<file path="config.mk">
export PLATFORM = sky130hd
export DESIGN_NAME = icache_assoc
export DESIGN_NICKNAME = d
export VERILOG_FILES = /design/src/rtl/icache_assoc_pkg.sv /design/src/rtl/icache_way.sv /design/src/rtl/icache_assoc.sv
export SDC_FILE = /design/constraint.sdc
export NUM_CORES = 2
export LEC_CHECK = 0
export ABC_AREA = 1
export BUFFER_PORTS_ARGS = -buffer_cell sky130_fd_sc_hd__clkbuf_2
export CAP_MARGIN = 5
export CORE_MARGIN = 10
export CORE_UTILIZATION = 59
export CTS_BUF_LIST = sky130_fd_sc_hd__clkbuf_4 sky130_fd_sc_hd__clkbuf_8 sky130_fd_sc_hd__clkbuf_16
export CTS_CLUSTER_DIAMETER = 40
export CTS_CLUSTER_SIZE = 8
export DETAILED_ROUTE_END_ITERATION = 12
export GPL_ROUTABILITY_DRIVEN = 1
export PLACE_DENSITY_LB_ADDON = 0.1
export SLEW_MARGIN = 15
export SYNTH_ARGS = -nofsm -noshare
export SYNTH_HDL_FRONTEND = slang
export SYNTH_SLANG_ARGS = --single-unit
</file>
<file path="constraint.sdc">
create_clock -name CLK -period 16.1 [get_ports CLK]
set_clock_uncertainty 0.1 [all_clocks]
set_input_delay 1.61 -clock CLK [delete_from_list [all_inputs] [get_ports CLK]]
set_output_delay 1.61 -clock CLK [all_outputs]
set_load 0.01 [all_outputs]
</file>
<file path="src/rtl/icache_assoc_pkg.sv">
// icache_assoc_pkg: shared state enum, address-field widths and field extraction for icache_assoc
package icache_assoc_pkg;
  typedef enum logic [1:0] {IDLE, FILL, INSTALL} state_t;
  function automatic int off_w(input int blkwords);
    return $clog2(blkwords);
  endfunction
  function automatic int idx_w(input int sets);
    return $clog2(sets);
  endfunction
  function automatic int tag_w(input int sets, input int blkwords);
    return 30 - $clog2(sets) - $clog2(blkwords);
  endfunction
  function automatic logic [31:0] field(input logic [31:0] addr, input int lsb, input int width);
    return (addr >> lsb) & ((32'd1 << width) - 32'd1);
  endfunction
endpackage

</file>
<file path="src/rtl/icache_way.sv">
// icache_way: one way of the cache -- valid/tag/data arrays, combinational lookup, registered install
// Ports: clk/rst_n clock and async active-low reset; idx/tag/off lookup key -> hit/word;
// wr_idx/wr_tag/wr_data/wr install a block, wr_valid reports the valid bit at wr_idx; inv clears all valid bits.
module icache_way #(
  parameter int SETS = 8, BLKWORDS = 2, IW = 3, OW = 1, TW = 26
) (
  input  logic                       clk,
  input  logic                       rst_n,
  input  logic [IW-1:0]              idx,
  input  logic [TW-1:0]              tag,
  input  logic [OW-1:0]              off,
  output logic                       hit,
  output logic [31:0]                word,
  input  logic [IW-1:0]              wr_idx,
  output logic                       wr_valid,
  input  logic                       wr,
  input  logic                       inv,
  input  logic [TW-1:0]              wr_tag,
  input  logic [BLKWORDS-1:0][31:0]  wr_data
);
  logic [SETS-1:0] valid;
  logic [TW-1:0] tags [SETS];
  logic [BLKWORDS-1:0][31:0] data [SETS];
  assign hit = valid[idx] && tags[idx] == tag;
  assign word = data[idx][off];
  assign wr_valid = valid[wr_idx];
  always_ff @(posedge clk or negedge rst_n)
    if (!rst_n) valid <= '0;
    else if (inv) valid <= '0;
    else if (wr) valid[wr_idx] <= 1'b1;
  always_ff @(posedge clk)
    if (wr) begin
      tags[wr_idx] <= wr_tag;
      data[wr_idx] <= wr_data;
    end
endmodule

</file>
<file path="src/rtl/icache_assoc.sv">
// icache_assoc: 1/2-way set-associative instruction cache with LRU, block refill, flush and hit/miss counters
// Ports: CLK/nRST clock and async active-low reset; imemREN/imemaddr/flush fetch request, ihit/imemload response;
// iREN/iaddr/iwait/iload memory read channel; hit_count/miss_count saturating statistics.
module icache_assoc
  import icache_assoc_pkg::*;
#(
  parameter int SETS = 8, WAYS = 2, BLKWORDS = 2, CNT_W = 32
) (
  input  logic             CLK,
  input  logic             nRST,
  input  logic             imemREN,
  input  logic [31:0]      imemaddr,
  input  logic             flush,
  output logic             ihit,
  output logic [31:0]      imemload,
  output logic             iREN,
  output logic [31:0]      iaddr,
  input  logic             iwait,
  input  logic [31:0]      iload,
  output logic [CNT_W-1:0] hit_count,
  output logic [CNT_W-1:0] miss_count
);
  localparam int OFF = off_w(BLKWORDS);
  localparam int IDX = idx_w(SETS);
  localparam int TAG = tag_w(SETS, BLKWORDS);
  localparam int OW = OFF > 0 ? OFF : 1;
  state_t state, next;
  logic [31:0] base;
  logic [OW-1:0] cnt, off;
  logic [BLKWORDS-1:0][31:0] fbuf;
  logic [SETS-1:0] lru;
  logic [1:0] hit_w, vld_w, wr_w;
  logic [31:0] word_w [2];
  logic [IDX-1:0] idx, bidx;
  logic [TAG-1:0] tag, btag;
  logic victim, last, miss;
  assign off = OW'(field(imemaddr, 2, OFF));
  assign idx = IDX'(field(imemaddr, 2 + OFF, IDX));
  assign tag = TAG'(field(imemaddr, 2 + OFF + IDX, TAG));
  assign bidx = IDX'(field(base, 2 + OFF, IDX));
  assign btag = TAG'(field(base, 2 + OFF + IDX, TAG));
  // Absent ways read as valid and never hit, so a 1-way cache always picks way 0.
  for (genvar w = 0; w < 2; w++) begin : g_way
    if (w < WAYS) begin : g_on
      icache_way #(.SETS(SETS), .BLKWORDS(BLKWORDS), .IW(IDX), .OW(OW), .TW(TAG)) u_way (
        .clk(CLK), .rst_n(nRST), .idx(idx), .tag(tag), .off(off), .hit(hit_w[w]), .word(word_w[w]),
        .wr_idx(bidx), .wr_valid(vld_w[w]), .wr(wr_w[w]), .inv(flush), .wr_tag(btag), .wr_data(fbuf)
      );
    end else begin : g_off
      assign hit_w[w] = 1'b0;
      assign vld_w[w] = 1'b1;
      assign word_w[w] = '0;
    end
  end
  // Lowest invalid way first, otherwise the way the LRU bit points at.
  assign victim = vld_w[0] & (!vld_w[1] | lru[bidx]);
  assign last = cnt == OW'(BLKWORDS - 1);
  assign miss = state == IDLE && next == FILL;
  assign wr_w = state == INSTALL && !flush ? (victim ? 2'b10 : 2'b01) : 2'b00;
  always_comb begin
    next = state;
    ihit = 1'b0;
    iREN = 1'b0;
    iaddr = '0;
    if (state == IDLE) begin
      ihit = imemREN && !flush && |hit_w;
      next = imemREN && !flush && !(|hit_w) ? FILL : IDLE;
    end else if (state == FILL) begin
      iREN = 1'b1;
      iaddr = base + (32'(cnt) << 2);
      next = flush ? IDLE : !iwait && last ? INSTALL : FILL;
    end else next = IDLE;
    imemload = ihit ? word_w[hit_w[1]] : '0;
  end
  always_ff @(posedge CLK or negedge nRST)
    if (!nRST) begin
      state <= IDLE;
      base <= '0;
      cnt <= '0;
      lru <= '0;
      hit_count <= '0;
      miss_count <= '0;
    end else begin
      state <= next;
      if (miss) begin
        base <= imemaddr & ~32'(BLKWORDS * 4 - 1);
        cnt <= '0;
      end else if (iREN && !iwait) cnt <= cnt + 1'b1;
      if (flush) lru <= '0;
      else if (WAYS == 2 && ihit) lru[idx] <= !hit_w[1];
      else if (WAYS == 2 && wr_w != 2'b00) lru[bidx] <= !victim;
      hit_count <= hit_count + CNT_W'(ihit && hit_count != '1);
      miss_count <= miss_count + CNT_W'(miss && miss_count != '1);
    end
  always_ff @(posedge CLK)
    if (iREN && !iwait) fbuf[cnt] <= iload;
endmodule

</file>
After elaboration in Yosys (flattened, before gate mapping)
Memories as Yosys holds them, arrays and structs flattened.
Index checks and enable logic that the tools add are counted.
{"block": "op_classes", "reduce_logical": 27, "n_eq_ne": 7, "mux": 52, "bitwise": 5, "addsub": 4, "order_cmp": 8}
{"op": "32-bit 2-to-1 mux", "n": 11}
{"op": "32-bit by 1-bit adder with 32-bit output", "n": 2}
{"op": "64-bit bitwise mux", "n": 1}
{"op": "32-bit != test, second input constant", "n": 2}
{"op": "8-bit 2-to-1 mux", "n": 7}
{"op": "26-bit equality test", "n": 2}
{"op": "32-bit by 3-bit adder with 32-bit output", "n": 1}
{"op": "32-bit demux with 1-bit select", "n": 1}
{"op": "1-bit 2-to-1 mux", "n": 17}
{"op": "8-bit bitwise mux", "n": 2}
{"op": "8-bit bitwise OR", "n": 2}
{"op": "1-bit binary-select mux with 3-bit select", "n": 5}
{"op": "1-bit logical AND", "n": 14}
{"op": "2-bit 2-to-1 mux", "n": 6}
{"op": "3-bit by 4-bit less-than comparator with 1-bit output, second input constant", "n": 2}
{"op": "2-bit nonzero test", "n": 4}
{"op": "1-bit demux with 3-bit select", "n": 2}
{"op": "3-bit by 1-bit greater-or-equal comparator with 1-bit output, second input constant", "n": 2}
{"op": "1-bit logical NOT", "n": 6}
{"op": "2-bit by 1-bit equality test with 1-bit output, second input constant", "n": 2}
{"op": "1-bit by 2-bit less-than comparator with 1-bit output, second input constant", "n": 2}
{"op": "3-bit nonzero test", "n": 1}
{"op": "2-bit equality test, second input constant", "n": 1}
{"op": "2-bit greater-or-equal comparator, second input constant", "n": 1}
{"op": "other kinds (7)", "n": 7}
{"block": "word_totals", "reg_bits": 184, "ram_bits": 1440, "inputBits": 69, "output_inout_bits": 130, "memories": 4}
{"name": "g_way[0].g_on.u_way.data", "depth": 8, "word_bits": 64, "read_ports": 1, "rd_ports_with_merged_regs": 0, "write_ports": 1, "line_no": "icache_way.sv:23", "text": "logic [BLKWORDS-1:0][31:0] data [SETS];"}
{"name": "g_way[1].g_on.u_way.data", "depth": 8, "word_bits": 64, "read_ports": 1, "rd_ports_with_merged_regs": 0, "write_ports": 1, "line_no": "icache_way.sv:23"}
{"name": "g_way[0].g_on.u_way.tags", "depth": 8, "word_bits": 26, "read_ports": 1, "rd_ports_with_merged_regs": 0, "write_ports": 1, "line_no": "icache_way.sv:22", "text": "logic [TW-1:0] tags [SETS];"}
{"name": "g_way[1].g_on.u_way.tags", "depth": 8, "word_bits": 26, "read_ports": 1, "rd_ports_with_merged_regs": 0, "write_ports": 1, "line_no": "icache_way.sv:22"}

Depth between registers and ports, before layout
{"block": "depth", "word_depth": 12, "depth_mapped": 32, "mapped_depth_nobuf": 29}

Modules after synthesis
A second synthesis with hierarchy kept.
{"block": "unflattened", "cells_unflattened": 5518, "hier_area_um2": 66440.0}
{"mod": "icache_way at g_way[0].g_on.u_way", "seq_area_each_um2": 21820.9, "instances": 1, "cells_each": 2369, "area_each_um2": 29359.4}
{"mod": "icache_way at g_way[1].g_on.u_way", "seq_area_each_um2": 21820.9, "instances": 1, "cells_each": 2334, "area_each_um2": 29311.9}
{"mod": "icache_assoc", "seq_area_each_um2": 4524.3, "instances": 1, "cells_each": 815, "area_each_um2": 7768.7}

Least setup slack after synthesis
Ideal clock, no wire load.
{"block": "synth_path", "path_kind": "input port to flip-flop", "from": "in flush", "to": "mem g_way[1].g_on.u_way.data[0][0] in the netlist's numbering (enable)", "path_slack_ns": 9.271, "arrival_ns": 6.188, "stages": 5, "setup_ns": 0.541, "path_cell_list": "nor3_1 inv_1 or2_2 clkbuf_1 nor2_1"}
{"block": "synth_via", "elab_chain_len": 5}
{"element": "start: declaration", "line_no": "icache_assoc.sv:13", "text": "input logic flush,"}
{"element": "1-bit logical NOT", "line_no": "icache_assoc.sv:59", "text": "assign wr_w = state == INSTALL && !flush ? (victim ? 2'b10 : 2'b01) : 2'b00;"}
{"element": "1-bit logical AND", "line_no": "icache_assoc.sv:59"}
{"element": "2-bit 2-to-1 mux", "line_no": "icache_assoc.sv:59"}
{"element": "1-bit 2-to-1 mux", "line_no": "icache_way.sv:32", "text": "if (wr) begin"}
{"element": "1-bit 2-to-1 mux (not written as such)", "line_no": "icache_way.sv:34", "text": "data[wr_idx] <= wr_data;"}
{"element": "end: declaration", "line_no": "icache_way.sv:23"}
Every way passes these cells.

Worst setup path after layout
{"block": "layout_path", "from": "in imemaddr[3]", "to": "out imemload[27]"}
{"block": "layout_via", "elab_chain_len": 8, "word_cells_on_any_way": 24}
{"element": "start: declaration", "line_no": "icache_assoc.sv:12", "text": "input logic [31:0] imemaddr,"}
{"element": "memory 8 x 26 bit or 1-bit binary-select mux with 3-bit select (tied branches)"}
{"element": "26-bit equality test or 1-bit 2-to-1 mux (tied branches)", "line_no": "icache_way.sv:24", "text": "assign hit = valid[idx] && tags[idx] == tag;"}
{"element": "1-bit logical AND", "line_no": "icache_way.sv:24"}
{"element": "1-bit inverter with 2-bit output (not written as such)", "line_no": "icache_assoc.sv:73", "text": "imemload = ihit ? word_w[hit_w[1]] : '0;"}
{"element": "32-bit 2-to-1 mux (not written as such) (3 in series)", "line_no": "icache_assoc.sv:73"}
{"element": "32-bit 2-to-1 mux (*)", "line_no": "icache_assoc.sv:73"}
{"element": "end: declaration", "line_no": "icache_assoc.sv:15", "text": "output logic [31:0] imemload,"}
Mark *: on every way between the ends. The rest lies on a longest branch, timed or not. The select of a mux whose other input is x is not followed.

==> impl_results.md <==
* Outcome: completed
* Relative slew slack at 0.187
* R2r setup slk at 10160 ps
* Layout area overhead at 14.3%
* Die area at roughly 120000 um2
* Antenna violations before repair at 6
* Xor and xnor fraction of the mapped netlist area at 0.00770
* Slew Viols, Final at 0
* Synth Area in Simple Gates at 0.117
* Die W at around 350 um
* Unique masters post-synth at 48
* H-Tree Depth at 4
* Inserted Clock Buffers at 228
* Die Y-Extent at 349 um
* Synth area leaders: edfxtp_1, dfrtp_1, nand2_1
* Clock Path Buffers at 3
* Reg2Reg Depth at 12
* DR vias/cell at about 6
* Register area share after synthesis at 0.756
* Min-delay worst type: reg2reg
* Max Cap Viol at 0
* Post-synth EDFFs at 1504
* Hold depth at 2
* Clock Sinks at 1624
* Peak Freq at 113 MHz
* Finish-stage setup viols at 0
* Drt pass-1 iters at 5
* Final setup TNS at 0 ps
* Hold-fix buffers at CTS at 0
* Tmin final at just under 9000 ps
* Max Fanout on Critical Path at 75
* Leakage at roughly 27 nW
* WP data required at 14390 ps
* GR Util All Layers at 0.274
* Final core occ at 0.679
* Initial Util at 0.594
* RSZ-0062 raised after global routing: false
* RR Endpoint: g_way[0].g_on.u_way.data[3][19]
* Worst Hold Launch: lru[2]
* Design area at roughly 73000 um2
* Crit end category: primary output
* Largest net degree at the start of global routing at around 160
* NumNets Final at 5129
* Vias in the first global route at a little under 40000
* # IOs at 199
* Grt ovf at 0
* Post-CTS Setup Bufs at 0
* Clock Pin Slew Worst Setup and Hold Paths at ~50 ps
* Most common cell in the netlist: edfxtp_1
* Core Region at 107000 um2
* Crit path launch type: input pin
* Clock Latency Late Sink at between 800 and 900 ps
* Post-route ant nets at 0
* YS warnings at 0
* Final WL at 168000 um
* Synth Area in Compound Gates at 0.0773
* Most common flop cell mapped by yosys: edfxtp_1
* Vias at 39900
* Synth async-reset ratio at 0.0739
* Layout cell share with drive strength beyond 1 at 0.154
* Row count at 120
* DR DRC count at 0
* Worst hold slack at 380 ps
* Post-synth top area share at 0.709
* PortBufs at 194
* Initial DRC Count at 4179
* Synth Cell Area at roughly 64000 um2
* CTS tree: built
* Cell taking the most area after synthesis: edfxtp_1
* R2r startpoint: base[3]
* Final Cycle Share at 0.549
* Data arrival, critical path at slightly above 7000 ps
* Mux cell area share after synthesis at 0
* Slew @ Worst Pin at 1220 ps
* Worst Hold Endpoint: lru[2]
* CTS resizes at 0
* Clk root buf: clkbuf_16
* Dpl hpwl at about 85000 um
* Area after DPL at 66100 um2
* Adder-cell share of the synthesized area at 0.000982
* Syn_area_per_cell at 13.3 um2
* Power Dens Cells at 133 nW/um2
* Leading cell types by count after synthesis: edfxtp_1, nand2_1, nor2_1
* VDD IR-drop max at about 95 uV
* Synth Register Bits at 1624
* Crit path kind: in2out
* Avg WL per Cell at 25.5 um
* Final Hold Fails at 0
* First-pass GRT wire length at around 250000 um
* Routability Congestion at between 0.9 and 1
* Mapped Cells at 4788
* Largest family of logic cells by synthesized area: simple AND/OR/NAND/NOR gates
==> sequential cells by signal (all words and copies together) (netlist names) <==
name / count
base: 29
cnt: 1
fbuf: 64
g_way.g_on.u_way.data: 1024
g_way.g_on.u_way.tags: 416
g_way.g_on.u_way.valid: 16
hit_count: 32
lru: 8
miss_count: 32
state: 2
==> report_power, final <==
group	switching, mW	leakage, nW	internal (mW)
clock	1.68	3.35	2.73
combinational	0.300	8.58	0.121
sequential	0.121	15.1	4.73
==> cell type report <==
type,count,area (um2)
clock buffers,304,6330
multi-input cells,2524,13200
flip-flops and latches,1624,48200
fillers,7470,34400
clock inverters,26,335
diodes,3,7.51
well taps,1403,1760
inverters,416,1570
repair buffers,261,1500
==> kinds of logic after synthesis <==
kind of cell,after synthesis
and+or+nand+nor,1734
DFF,1624
AOI/OAI and AO/OA,727
buffers and inverters,641
xor gates and xnor gates,56
adders and majority gates,5
other,1
==> through the flow <==
stage	total power [mW]	std cells	worst slack [ps]
after floorplan	5.14	4789	9270
after global placement	5.34	6228	7190
after detailed placement	5.35	6228	7160
after CTS	9.72	6558	7330
after global routing	9.96	6560	6990
final	9.68	6561	7260
==> worst max-delay path by stage <==
stage	start	endpoint	slack, ps	cells past startpoint
3_3_place_gp	imemaddr[3]	miss_count[31]	7190	31
2_1_floorplan	flush	g_way[1].g_on.u_way.data[0][0]	9270	5
5_1_grt	imemaddr[3]	imemload[27]	6990	20
3_5_place_dp	imemaddr[3]	miss_count[31]	7160	31
4_1_cts	imemaddr[3]	imemload[18]	7330	18
6_report	imemaddr[3]	imemload[27]	7260	18
==> placed cells by master (no fill, tap or decap), types with 16 or more instances in the layout <==
cell / count
clkbuf_16: 229
o2111ai_1: 30
nor4_1: 25
or2_2: 161
dfrtp_1: 120
o211ai_1: 20
clkbuf_4: 69
o21a_1: 16
o22a_1: 37
buf_4: 67
nand2_1: 746
edfxtp_1: 1504
nand3_1: 203
a21oi_1: 67
inv_1: 409
xor2_1: 40
xnor2_1: 16
nor2_4: 21
nor3_1: 72
o22ai_1: 248
o221ai_1: 48
o21ai_0: 120
nor2_1: 458
o21ai_1: 16
clkbuf_2: 191
o41ai_1: 108
==> worst max-delay path, cell delays in order <==
cell and delay, ps:
clkbuf_8 260, inv_4 330, buf_4 740, buf_4 740
nand2_1 110, nand3_1 100, nand2_1 110, o21ai_1 240
nand2_1 80, nor2_1 120, nand3_1 110, nor2_1 150
nand2_2 110, inv_2 240, buf_4 690, a21oi_1 130
nor3_1 830, clkbuf_2 270
==> routing by layer <==
metal / routed length, um / GRT usage / vias up / part of all wire
met5: 8 / 0 / - / 0.000048
met4: 4650 / 0.0917 / 2 / 0.028
met3: 14300 / 0.0490 / 315 / 0.085
met2: 82000 / 0.452 / 1957 / 0.49
met1: 66700 / 0.368 / 19800 / 0.40
li1: - / - / 17800 / -
Note: power is estimated with default switching activity, not from simulation.
